==> src/rtl/set_op_sequencer_pkg.sv <==
// Shared definitions for the set-condition sequencer: op codes, widths,
// FSM state encodings and a small op-code helper.
package set_op_sequencer_pkg;

  localparam int SEQ_WIDTH = 32;
  localparam int SEQ_OPW   = 3;

  // Set-condition op codes; 6 and 7 are reserved and flagged as illegal.
  localparam logic [2:0] OP_SLT  = 3'd0;
  localparam logic [2:0] OP_SEQ  = 3'd1;
  localparam logic [2:0] OP_SNE  = 3'd2;
  localparam logic [2:0] OP_SGT  = 3'd3;
  localparam logic [2:0] OP_SLTE = 3'd4;
  localparam logic [2:0] OP_SGE  = 3'd5;

  // Sequencer states, kept as plain constants so the encoding matches the
  // legacy header bit for bit.
  localparam logic [1:0] ST_IDLE  = 2'd0;
  localparam logic [1:0] ST_ISSUE = 2'd1;
  localparam logic [1:0] ST_CAPT  = 2'd2;
  localparam logic [1:0] ST_RESP  = 2'd3;

  // Decoded view of a captured response.
  typedef struct packed {
    logic id;
    logic err;
    logic bit_val;
  } set_rsp_t;

  function automatic logic is_legal_op(input logic [2:0] op);
    return (op <= OP_SGE);
  endfunction

endpackage

==> src/rtl/set_op_sequencer_if.sv <==
// Bundle of the two request ports, the adder/subtractor launch port and the
// response port. master = issue logic / adder side, slave = the sequencer.
interface set_op_sequencer_if #(
  parameter int WIDTH = 32,
  parameter int OPW   = 3
);

  logic             req0_valid;
  logic             req0_ready;
  logic [OPW-1:0]   req0_op;
  logic [WIDTH-1:0] req0_a;
  logic [WIDTH-1:0] req0_b;

  logic             req1_valid;
  logic             req1_ready;
  logic [OPW-1:0]   req1_op;
  logic [WIDTH-1:0] req1_a;
  logic [WIDTH-1:0] req1_b;

  logic             sub_req;
  logic             sub_mode;
  logic [WIDTH-1:0] sub_a;
  logic [WIDTH-1:0] sub_b;
  logic [WIDTH-1:0] sub_result;
  logic             sub_zf;

  logic             rsp_valid;
  logic             rsp_ready;
  logic             rsp_id;
  logic [WIDTH-1:0] rsp_data;
  logic             rsp_err;

  modport master (
    output req0_valid, req0_op, req0_a, req0_b,
    input  req0_ready,
    output req1_valid, req1_op, req1_a, req1_b,
    input  req1_ready,
    input  sub_req, sub_mode, sub_a, sub_b,
    output sub_result, sub_zf,
    input  rsp_valid, rsp_id, rsp_data, rsp_err,
    output rsp_ready
  );

  modport slave (
    input  req0_valid, req0_op, req0_a, req0_b,
    output req0_ready,
    input  req1_valid, req1_op, req1_a, req1_b,
    output req1_ready,
    output sub_req, sub_mode, sub_a, sub_b,
    input  sub_result, sub_zf,
    output rsp_valid, rsp_id, rsp_data, rsp_err,
    input  rsp_ready
  );

endinterface

==> src/rtl/set_result_sel.sv <==
// Combinational set-result selector: the six set cells evaluated from the
// adder sign and zero flags, followed by an op-code mux. Unknown op codes
// give a zero result with err raised.
module set_result_sel
  import set_op_sequencer_pkg::*;
#(
  parameter int WIDTH = 32,
  parameter int OPW   = 3
) (
  input  logic [OPW-1:0]   i_op,
  input  logic             i_s,
  input  logic             i_z,
  output logic [WIDTH-1:0] o_result,
  output logic             o_err
);

  logic w_slt;
  logic w_seq;
  logic w_sne;
  logic w_sgt;
  logic w_slte;
  logic w_sge;
  logic w_bit;

  // Set cells; the sign is taken raw, no overflow correction.
  assign w_slt  = i_s;
  assign w_seq  = i_z;
  assign w_sne  = ~i_z;
  assign w_sgt  = ~i_z & ~i_s;
  assign w_slte = i_z | i_s;
  assign w_sge  = ~i_s;

  // Pick the cell matching the op code; reserved codes flag an error.
  always_comb begin
    w_bit = 1'b0;
    o_err = 1'b0;
    case (i_op)
      OPW'(OP_SLT):  w_bit = w_slt;
      OPW'(OP_SEQ):  w_bit = w_seq;
      OPW'(OP_SNE):  w_bit = w_sne;
      OPW'(OP_SGT):  w_bit = w_sgt;
      OPW'(OP_SLTE): w_bit = w_slte;
      OPW'(OP_SGE):  w_bit = w_sge;
      default:       o_err = 1'b1;
    endcase
  end

  assign o_result = {{(WIDTH-1){1'b0}}, w_bit};

endmodule

==> src/rtl/set_op_sequencer.sv <==
// Set-condition op sequencer: round-robin arbitration of two requesters onto
// the shared adder/subtractor, one subtract a-b per op, and a 0/1 result
// returned over a valid/ready response port.
module set_op_sequencer
  import set_op_sequencer_pkg::*;
#(
  parameter int WIDTH = 32,
  parameter int OPW   = 3
) (
  input logic               clk,
  input logic               rst,
  set_op_sequencer_if.slave bus
);

  logic [1:0]       r_state;
  logic             r_rr_last;   // index of the last winner; 1 after reset so req0 goes first
  logic [OPW-1:0]   r_op;
  logic [WIDTH-1:0] r_a;
  logic [WIDTH-1:0] r_b;
  logic             r_id;
  logic [WIDTH-1:0] r_data;
  logic             r_err;

  logic             w_gnt0;
  logic             w_gnt1;
  logic             w_idle;
  logic             w_s;
  logic             w_z;
  logic [WIDTH-1:0] w_result;
  logic             w_err;
  logic             w_unused_res;

  assign w_s          = bus.sub_result[WIDTH-1];
  assign w_z          = bus.sub_zf;
  assign w_unused_res = ^bus.sub_result[WIDTH-2:0];

  // Round-robin grant: a lone requester wins, on a tie the one not served last wins.
  always_comb begin
    w_gnt0 = bus.req0_valid & (~bus.req1_valid | r_rr_last);
    w_gnt1 = bus.req1_valid & (~bus.req0_valid | ~r_rr_last);
  end

  // Ready only in IDLE and never while reset is applied.
  assign w_idle         = (r_state == ST_IDLE) & ~rst;
  assign bus.req0_ready = w_idle & w_gnt0;
  assign bus.req1_ready = w_idle & w_gnt1;

  assign bus.sub_req  = (r_state == ST_ISSUE);
  assign bus.sub_mode = (r_state == ST_ISSUE);
  assign bus.sub_a    = r_a;
  assign bus.sub_b    = r_b;

  assign bus.rsp_valid = (r_state == ST_RESP);
  assign bus.rsp_id    = r_id;
  assign bus.rsp_data  = r_data;
  assign bus.rsp_err   = r_err;

  set_result_sel #(
    .WIDTH (WIDTH),
    .OPW   (OPW)
  ) u_sel (
    .i_op     (r_op),
    .i_s      (w_s),
    .i_z      (w_z),
    .o_result (w_result),
    .o_err    (w_err)
  );

  // FSM, arbitration pointer, operand latches and response registers.
  always_ff @(posedge clk) begin
    if (rst) begin
      r_state   <= ST_IDLE;
      r_rr_last <= 1'b1;
      r_op      <= '0;
      r_a       <= '0;
      r_b       <= '0;
      r_id      <= 1'b0;
      r_data    <= '0;
      r_err     <= 1'b0;
    end else begin
      case (r_state)
        ST_IDLE: begin
          if (w_gnt0 | w_gnt1) begin
            r_state   <= ST_ISSUE;
            r_rr_last <= w_gnt1;
            r_id      <= w_gnt1;
            r_op      <= w_gnt1 ? bus.req1_op : bus.req0_op;
            r_a       <= w_gnt1 ? bus.req1_a  : bus.req0_a;
            r_b       <= w_gnt1 ? bus.req1_b  : bus.req0_b;
          end
        end
        ST_ISSUE: begin
          r_state <= ST_CAPT;
        end
        ST_CAPT: begin
          r_data  <= w_result;
          r_err   <= w_err;
          r_state <= ST_RESP;
        end
        ST_RESP: begin
          if (bus.rsp_ready) begin
            r_state <= ST_IDLE;
          end
        end
      endcase
    end
  end

endmodule
==> src/flat_wrapper.sv <==
// flat-port wrapper written by rule: the top's interface ports become plain ports
module set_op_sequencer_flat import set_op_sequencer_pkg::*;
#(
  parameter int WIDTH = 32,
  parameter int OPW   = 3
)
  (clk, rst, bus_req0_valid, bus_req0_op, bus_req0_a, bus_req0_b, bus_req0_ready, bus_req1_valid, bus_req1_op, bus_req1_a, bus_req1_b, bus_req1_ready, bus_sub_req, bus_sub_mode, bus_sub_a, bus_sub_b, bus_sub_result, bus_sub_zf, bus_rsp_valid, bus_rsp_id, bus_rsp_data, bus_rsp_err, bus_rsp_ready);
  set_op_sequencer_if #(.WIDTH(WIDTH), .OPW(OPW)) bus_i ();
  input logic clk;
  input logic rst;
  input wire logic [$bits(bus_i.req0_valid)-1:0] bus_req0_valid;
  input wire logic [$bits(bus_i.req0_op)-1:0] bus_req0_op;
  input wire logic [$bits(bus_i.req0_a)-1:0] bus_req0_a;
  input wire logic [$bits(bus_i.req0_b)-1:0] bus_req0_b;
  output wire logic [$bits(bus_i.req0_ready)-1:0] bus_req0_ready;
  input wire logic [$bits(bus_i.req1_valid)-1:0] bus_req1_valid;
  input wire logic [$bits(bus_i.req1_op)-1:0] bus_req1_op;
  input wire logic [$bits(bus_i.req1_a)-1:0] bus_req1_a;
  input wire logic [$bits(bus_i.req1_b)-1:0] bus_req1_b;
  output wire logic [$bits(bus_i.req1_ready)-1:0] bus_req1_ready;
  output wire logic [$bits(bus_i.sub_req)-1:0] bus_sub_req;
  output wire logic [$bits(bus_i.sub_mode)-1:0] bus_sub_mode;
  output wire logic [$bits(bus_i.sub_a)-1:0] bus_sub_a;
  output wire logic [$bits(bus_i.sub_b)-1:0] bus_sub_b;
  input wire logic [$bits(bus_i.sub_result)-1:0] bus_sub_result;
  input wire logic [$bits(bus_i.sub_zf)-1:0] bus_sub_zf;
  output wire logic [$bits(bus_i.rsp_valid)-1:0] bus_rsp_valid;
  output wire logic [$bits(bus_i.rsp_id)-1:0] bus_rsp_id;
  output wire logic [$bits(bus_i.rsp_data)-1:0] bus_rsp_data;
  output wire logic [$bits(bus_i.rsp_err)-1:0] bus_rsp_err;
  input wire logic [$bits(bus_i.rsp_ready)-1:0] bus_rsp_ready;
  assign bus_i.req0_valid = bus_req0_valid;
  assign bus_i.req0_op = bus_req0_op;
  assign bus_i.req0_a = bus_req0_a;
  assign bus_i.req0_b = bus_req0_b;
  assign bus_req0_ready = bus_i.req0_ready;
  assign bus_i.req1_valid = bus_req1_valid;
  assign bus_i.req1_op = bus_req1_op;
  assign bus_i.req1_a = bus_req1_a;
  assign bus_i.req1_b = bus_req1_b;
  assign bus_req1_ready = bus_i.req1_ready;
  assign bus_sub_req = bus_i.sub_req;
  assign bus_sub_mode = bus_i.sub_mode;
  assign bus_sub_a = bus_i.sub_a;
  assign bus_sub_b = bus_i.sub_b;
  assign bus_i.sub_result = bus_sub_result;
  assign bus_i.sub_zf = bus_sub_zf;
  assign bus_rsp_valid = bus_i.rsp_valid;
  assign bus_rsp_id = bus_i.rsp_id;
  assign bus_rsp_data = bus_i.rsp_data;
  assign bus_rsp_err = bus_i.rsp_err;
  assign bus_i.rsp_ready = bus_rsp_ready;
  set_op_sequencer #(.WIDTH(WIDTH), .OPW(OPW)) u_core (.clk(clk), .rst(rst), .bus(bus_i));
endmodule
==> config.mk <==
export PLATFORM = sky130hd
export DESIGN_NAME = set_op_sequencer_flat
export DESIGN_NICKNAME = d
export VERILOG_FILES = /design/src/rtl/set_op_sequencer_pkg.sv /design/src/rtl/set_op_sequencer_if.sv /design/src/rtl/set_result_sel.sv /design/src/rtl/set_op_sequencer.sv /design/src/flat_wrapper.sv
export SDC_FILE = /design/constraint.sdc
export NUM_CORES = 1
export LEC_CHECK = 0
export BUFFER_PORTS_ARGS = -buffer_cell sky130_fd_sc_hd__buf_4
export CORE_AREA = 3 3 107 109
export DETAILED_ROUTE_END_ITERATION = 7
export DIE_AREA = 0 0 110 112
export PLACE_DENSITY = 0.8
export SYNTH_ARGS = -nofsm -noshare
export SYNTH_HDL_FRONTEND = slang
export SYNTH_SLANG_ARGS = --single-unit
==> constraint.sdc <==
create_clock -name clk -period 2.8 [get_ports clk]
set_clock_uncertainty 0.1 [all_clocks]
set_input_delay 0.14 -clock clk [delete_from_list [all_inputs] [get_ports clk]]
set_output_delay 0.14 -clock clk [all_outputs]
set_load 0.01 [all_outputs]
==> results.sh, run 1 <==
export IMPL_drtIter0Drc=150
export IMPL_cts_tree="done"
export IMPL_insertion_delay_ns=0.33
export IMPL_netlist_area_sq_um=3610
export IMPL_h_tree_depth=3
export IMPL_power_frac_comb=0.482
export IMPL_vias_per_cell=4.59
export IMPL_top_layer_used="met4"
export IMPL_cp_arrival_ns=2.19
export IMPL_end_kind="flip-flop"
export IMPL_antenna_cells=0
export IMPL_maxCapViolCount=0
export IMPL_vias=3301
export IMPL_fin_tns_setup_ns=0
export IMPL_antenna_found_initial=0
export IMPL_clock_power_share=0.167
export IMPL_wl_met2_mm=5.03
export IMPL_endpoint="u_core.bus.sub_a[25]$_SDFFE_PP0P_"
export IMPL_start_util=0.338
export IMPL_syn_inst=381
export IMPL_wl_mm=9.56
export IMPL_cts_sinks=73
export IMPL_met1_length_mm=3.59
export IMPL_dieWidth_um=110
export IMPL_routed_wl_met3_um=821
export IMPL_hp_class="primary input to flip-flop"
export IMPL_path_clk_slew_ns=0.07
export IMPL_reg2reg_from="u_core.r_state[0]$_SDFFE_PP0P_"
export IMPL_drtAntennaViolNets=0
export IMPL_slew_headroom=0.473
export IMPL_num_rows=38
export IMPL_final_hold_viol_count=0
export IMPL_die_h_um=112
export IMPL_cp_start_kind="flip-flop"
export IMPL_regToRegSetupSlack_ns=0.75
export IMPL_slew_viol_final=0
export IMPL_layout_setup_ws_ns=0.747
export IMPL_irDropWorstVdd_uv=365
export IMPL_cts_made_buffers=9
export IMPL_outcome="finished, final reports clean"
export IMPL_track_usage=0.145
export IMPL_p_switching_uw=1800
export IMPL_synth_cell_types=34
export IMPL_fillers=996
export IMPL_period_share=0.733
export IMPL_place_congestion=0.700
export IMPL_crit_type="flip-flop to flip-flop"
export IMPL_hpwl_mm=7.27
export IMPL_area_delta_synth_final_pct=47.5
export IMPL_io_buffers=212
export IMPL_dieArea_sq_um=12300
export IMPL_grt_max_degree=76
export IMPL_syn_avg_cell_area_sq_um=9.48
export IMPL_yosys_warnings=0
export IMPL_ios=275
export IMPL_coreArea_sq_um=10700
export IMPL_setup_viol=0
export IMPL_intPower_uw=3010
export IMPL_grt_pass1_vias=3228
export IMPL_cts_hold_buf=0
export IMPL_hold_depth=2
export IMPL_yosysSeqAreaShare=0.405
export IMPL_critPathRequiredTime_ns=2.94
export IMPL_num_nets_final=751
export IMPL_timing_rr_end="u_core.bus.sub_a[25]$_SDFFE_PP0P_"
export IMPL_layout_drive_gt1_share=0.404
export IMPL_ff2ff_path_depth=6
export IMPL_crit_path_start="u_core.r_state[0]$_SDFFE_PP0P_"
export IMPL_cts_buffer_depth=2
export IMPL_grt_pass1_wl_mm=14.3
export IMPL_wl_per_cell_um=13.3
export IMPL_critPathMaxFanout=68
export IMPL_p_per_area_nw_per_um2=902
export IMPL_cts_root_buf="clkbuf_8"
export IMPL_place_ws_ns=0.744
export IMPL_ys_ff_latch=73
export IMPL_tightest_slew_ns=0.790
export IMPL_swShare=0.374
export IMPL_drtPass1Iterations=4
export IMPL_overflow=0
export IMPL_fmax_mhz=487
export IMPL_dpl_cell_count=703
export IMPL_drc_errors=0
export IMPL_p_leak_uw=0.00251
export IMPL_layout_cells_non_filler=719
export IMPL_rsz0062_at_grt="false"
export IMPL_seqPwrFrac=0.351
export IMPL_period_needed_ns=2.05
export IMPL_ctsResizeCount=0
export IMPL_post_cts_buffers=0
layout by cell type, fill, tap and decap left out:
master / n
a211o_1: 1
a211oi_1: 65
a211oi_2: 2
a21boi_4: 1
a21oi_1: 5
a22oi_1: 1
a311o_1: 1
a31oi_1: 1
and3b_1: 2
buf_12: 2
buf_4: 214
bufinv_16: 1
clkbuf_1: 3
clkbuf_8: 10
clkinv_2: 2
conb_1: 31
dfxtp_1: 73
ha_1: 5
inv_1: 4
mux2i_1: 67
nand2_1: 2
nand2b_1: 1
nand3_1: 2
nand3b_1: 1
nor2_1: 70
nor2b_1: 2
nor3_1: 1
nor3b_1: 1
nor4_1: 1
o21a_4: 1
o21ai_0: 2
o21bai_1: 1
o2bb2ai_1: 1
or3b_2: 1
xor2_1: 1
sequential cells by signal (all words and copies together) (netlist names):
signal,flops
u_core.bus.sub_a,32
u_core.bus.sub_b,32
u_core.r_op,3
u_core.r_state,2
u_core.bus.rsp_data,1
u_core.bus.rsp_err,1
u_core.bus.rsp_id,1
u_core.r_rr_last,1
synth_stat cells, drive strengths merged:
library cell,count,share of area
o21a,1,0.0021
nor2b,2,0.0035
nand2,2,0.0021
nand3b,1,0.0021
nor3b,1,0.0021
o2bb2ai,1,0.0024
nor2,70,0.073
dfxtp,73,0.40
or3b,1,0.0024
nand3,2,0.0028
o21bai,1,0.0021
clkbuf,9,0.0094
nor3,1,0.0014
nor4,1,0.0017
buf,55,0.11
a211oi,67,0.14
a211o,1,0.0024
xor2,1,0.0024
a31oi,1,0.0017
a21oi,5,0.0069
inv,4,0.0042
conb,1,0.0010
ha,5,0.017
mux2i,67,0.19
a22oi,1,0.0021
a21boi,1,0.0031
and3b,2,0.0049
o21ai,2,0.0028
nand2b,1,0.0017
a311o,1,0.0028
power by group through the flow:
stage / logic [uW] / registers, uW / clock network [uW]
floorplan: 1240 / 1860 / 0
global placement: 2280 / 1690 / 0
detailed placement: 2350 / 1710 / 0
CTS: 2360 / 1690 / 840
global route: 2570 / 1740 / 885
finish: 2320 / 1690 / 802
through the flow:
| stage | hold WS [ns] | total power (uW) | cell area, sq um | util |
|---|---|---|---|---|
| after global routing | 0.0211 | 5190 | 5330 | 0.498 |
| final | 0.0246 | 4810 | 5330 | 0.498 |
| after CTS | 0.00183 | 4890 | 5330 | 0.498 |
| after floorplan | 0.207 | 3100 | 3720 | - |
| after detailed placement | 0.370 | 4060 | 5140 | 0.480 |
| after global placement | 0.345 | 3970 | 5140 | 0.480 |
routing by layer:
layer / vias up / global-route usage
met2: 129 / 0.262
met4: 0 / 0.0648
met3: 9 / 0.0359
li1: 1683 / -
met5: - / 0
met1: 1480 / 0.157
worst max-delay path, cell delays in order (launching register included):
cell and delay (ns):
dfxtp_1 0.34, inv_1 0.11, ha_1 0.33, o21a_4 0.43, buf_12 0.31, nor2_1 0.08
a211oi_1 0.22
worst min path at each step:
stage / from / endpoint / slack (ns)
after floorplan: bus_req1_valid / u_core.r_rr_last$_SDFFE_PP1P_ / 0.21
after global placement: bus_req1_valid / u_core.r_rr_last$_SDFFE_PP1P_ / 0.35
after detailed placement: bus_req1_valid / u_core.r_rr_last$_SDFFE_PP1P_ / 0.37
after CTS: bus_req1_valid / u_core.r_rr_last$_SDFFE_PP1P_ / 0.002
after global routing: bus_req1_valid / u_core.r_rr_last$_SDFFE_PP1P_ / 0.02
final: bus_req1_valid / u_core.r_rr_last$_SDFFE_PP1P_ / 0.02
layout make-up:
type / count / area (sq um) / share of cell area
Multi-Input combinational cell: 270 / 1840 / 0.345
Timing Repair Buffer: 216 / 1650 / 0.309
Sequential cell: 73 / 1460 / 0.274
Tap cell: 140 / 175 / 0.0329
Clock buffer: 13 / 149 / 0.0279
Clock inverter: 3 / 40.0 / 0.00752
Inverter: 4 / 15.0 / 0.00282
cells by family (layout without fill, tap and decap cells):
kind of cell	Yosys count	after routing	synth area share
and+or+nand+nor	84	84	0.0973
AOI/OAI and AO/OA	82	82	0.170
DFF	73	73	0.405
buffers and inverters	68	236	0.121
muxes	67	67	0.186
adders and majority gates	5	5	0.0173
other	1	31	0.00104
xor gates and xnor gates	1	1	0.00243
(Power assumes the default switching activity.)
==> inputs of run 2 (changes only) <==
--- a/config.mk
+++ b/config.mk
@@ -6,10 +6,10 @@
 export NUM_CORES = 1
 export LEC_CHECK = 0
 export BUFFER_PORTS_ARGS = -buffer_cell sky130_fd_sc_hd__buf_4
-export CORE_AREA = 3 3 107 109
+export CORE_MARGIN = 3
+export CORE_UTILIZATION = 36
 export DETAILED_ROUTE_END_ITERATION = 7
-export DIE_AREA = 0 0 110 112
-export PLACE_DENSITY = 0.8
+export PLACE_DENSITY = 0.86
 export SYNTH_ARGS = -nofsm -noshare
 export SYNTH_HDL_FRONTEND = slang
 export SYNTH_SLANG_ARGS = --single-unit
==> constraint.sdc (replaced) <==
create_clock -name clk -period 1.7 [get_ports clk]
set_clock_uncertainty 0.1 [all_clocks]
set_input_delay 0.085 -clock clk [delete_from_list [all_inputs] [get_ports clk]]
set_output_delay 0.085 -clock clk [all_outputs]
set_load 0.01 [all_outputs]
==> run 2 against run 1 <==
Against the previous run:
- global-route usage increased by 7.0 points
- combinational power rose by 95%
- sequential power is 66% higher
- non-clock buffer count rose by 96
- final cell count rose by 12%
- first-iteration DRC count decreased by 6.0%
- critical path type is now flip-flop to output port
- largest cell class is now non-clock buffers
- largest power group unchanged
==> results.sh, run 2 (same netlist as run 1, synthesis figures left out) <==
export IMPL_cts_tree="done"
export IMPL_max_stage_delay_ns=0.37
export IMPL_die_h_um=106
export IMPL_wl_mm=13.1
export IMPL_hold_depth=3
export IMPL_path_clk_slew_ns=0.08
export IMPL_dieWidth_um=106
export IMPL_crit_type="flip-flop to output port"
export IMPL_wl_per_cell_um=16.3
export IMPL_io_buffers=212
export IMPL_num_nets_final=847
export IMPL_h_tree_depth=3
export IMPL_irDropWorstVdd_uv=846
export IMPL_num_rows=35
export IMPL_area_delta_synth_final_pct=76.9
export IMPL_cp_arrival_ns=1.42
export IMPL_cp_common_cell="buf_4"
export IMPL_start_util=0.380
export IMPL_period_share=0.942
export IMPL_layout_drive_gt1_share=0.372
export IMPL_hpwl_mm=7.75
export IMPL_drtPass1Iterations=4
export IMPL_track_usage=0.216
export IMPL_multi_input_area_sq_um=1850
export IMPL_coreArea_sq_um=9500
export IMPL_timing_rr_end="u_core.bus.sub_b[12]$_SDFFE_PP0P_"
export IMPL_maxCapViolCount=0
export IMPL_ff_latch_area_sq_um=1460
export IMPL_hp_class="primary input to flip-flop"
export IMPL_hold_path_end="u_core.bus.sub_b[8]$_SDFFE_PP0P_"
export IMPL_placed_area_sq_um=5170
export IMPL_worstHoldStart="bus_req0_b[8]"
export IMPL_grt_pass1_wl_mm=19.4
export IMPL_drtIter0Drc=141
export IMPL_ff2ff_path_depth=6
export IMPL_dieArea_sq_um=11300
export IMPL_slew_headroom=0.628
export IMPL_critPathMaxFanout=7
export IMPL_cts_sinks=73
export IMPL_cp_cell_sequence="inv_2, ha_4, buf_4, and3b_1, buf_4"
export IMPL_vias=3902
export IMPL_grt_max_degree=56
export IMPL_final_hold_viol_count=0
export IMPL_rsz0062_at_grt="false"
export IMPL_place_congestion=0.705
export IMPL_period_needed_ns=1.60
export IMPL_overflow=0
export IMPL_layout_cells_most_common="buf_4"
export IMPL_fmax_mhz=625
export IMPL_drtAntennaViolNets=0
export IMPL_vias_per_cell=4.85
export IMPL_design_area_sq_um=6390
export IMPL_cts_made_buffers=9
export IMPL_final_cell_mix="buf_4 (220), dlygate4sd3_1 (85), dfxtp_1 (71)"
export IMPL_tightest_slew_ns=0.558
export IMPL_critPathRequiredTime_ns=1.51
export IMPL_drc_errors=0
export IMPL_insertion_delay_ns=0.33
export IMPL_finalPower_uw=8820
export IMPL_end_kind="output port"
export IMPL_slew_viol_final=0
export IMPL_reg2reg_from="u_core.r_state[1]$_SDFFE_PP0P_"
export IMPL_p_per_area_nw_per_um2=1380
export IMPL_grt_pass1_vias=3984
export IMPL_cts_buffer_depth=2
export IMPL_cts_root_buf="clkbuf_8"
export IMPL_layout_cells_non_filler=805
export IMPL_setup_viol=0
export IMPL_regToRegSetupSlack_ns=0.13
export IMPL_outcome="finished, final reports clean"
export IMPL_cpMaxStageDelayCell="dfxtp_2"
export IMPL_fin_tns_setup_ns=0
export IMPL_antenna_found_initial=0
export IMPL_dpl_cell_count=695
export IMPL_p_leak_uw=0.00297
export IMPL_fillers=703
export IMPL_cp_start_kind="flip-flop"
export IMPL_ios=275
-- run 2: cell count changes in the layout (fill, tap and decap cells not counted), moves of 2 or more --
cell,change
buf_4,+6
dfxtp_2,+2
clkbuf_16,+2
inv_1,-2
inv_2,+2
dlygate4sd3_1,+85
dfxtp_1,-2
clkinv_2,-2
-- run 2: how the worst max path moves through the flow --
| stage | start | to | slack (ns) | cells after the start |
|---|---|---|---|---|
| floorplan | u_core.r_state[0]$_SDFFE_PP0P_ | u_core.bus.sub_a[11]$_SDFFE_PP0P_ | 0.02 | 8 |
| global placement | u_core.r_state[0]$_SDFFE_PP0P_ | u_core.bus.sub_b[26]$_SDFFE_PP0P_ | 0.13 | 6 |
| detailed placement | u_core.r_state[0]$_SDFFE_PP0P_ | u_core.bus.sub_a[6]$_SDFFE_PP0P_ | 0.03 | 6 |
| CTS | u_core.r_rr_last$_SDFFE_PP1P_ | bus_req1_ready | 0.006 | 4 |
| global route | u_core.r_state[0]$_SDFFE_PP0P_ | bus_req0_ready | 0.008 | 6 |
| finish | u_core.r_state[1]$_SDFFE_PP0P_ | bus_req1_ready | 0.1 | 5 |
-- run 2: through the flow --
| step | util | worst slack (ns) | hold slack [ns] |
|---|---|---|---|
| after floorplan | - | 0.0231 | 0.152 |
| after global placement | 0.544 | 0.131 | 0.297 |
| after CTS | 0.661 | 0.00605 | 0.0000583 |
| after global routing | 0.672 | 0.00804 | 0.00641 |
| after detailed placement | 0.544 | 0.0330 | 0.302 |
| final | 0.672 | 0.0994 | 0.0206 |
-- run 2: layer usage --
layer | wire length, um | global-route usage
met1 | 4500 | 0.201
met2 | 7270 | 0.426
met3 | 915 | 0.0674
met4 | 419 | 0.0897
met5 | 0 | 0
-- run 2: layout make-up --
type,count,area share
Timing Repair Buffer,312,0.418
Multi-Input combinational cell,270,0.290
Sequential cell,73,0.229
Tap cell,129,0.0253
Clock buffer,12,0.0227
Clock inverter,4,0.0119
Inverter,4,0.00235
Antenna cell,1,0.000392
-- run 2: timing repair --
| item | 4_1_cts | 5_1_grt |
|---|---|---|
| resized for setup | 3 | 4 |
| buffers inserted | 0 | 5 |
| setup endpoints to repair | 2 | 59 |
| gates cloned | 1 | 2 |
| hold buffers | 85 | 0 |
| endpoints found under the hold margin | 49 | 0 |
-- run 2: report_power, final --
part | internal [uW] | switching (uW)
combinational | 2290 | 2230
sequential | 2400 | 410
clock | 871 | 623
total | 5560 | 3260
-- run 2: critical path: cells and delay by family (launching register included) --
family	cells	cell delay, ns
adders and majority gates	1	0.16
buffers and inverters	3	0.37
DFF	1	0.37
and+or+nand+nor	1	0.19
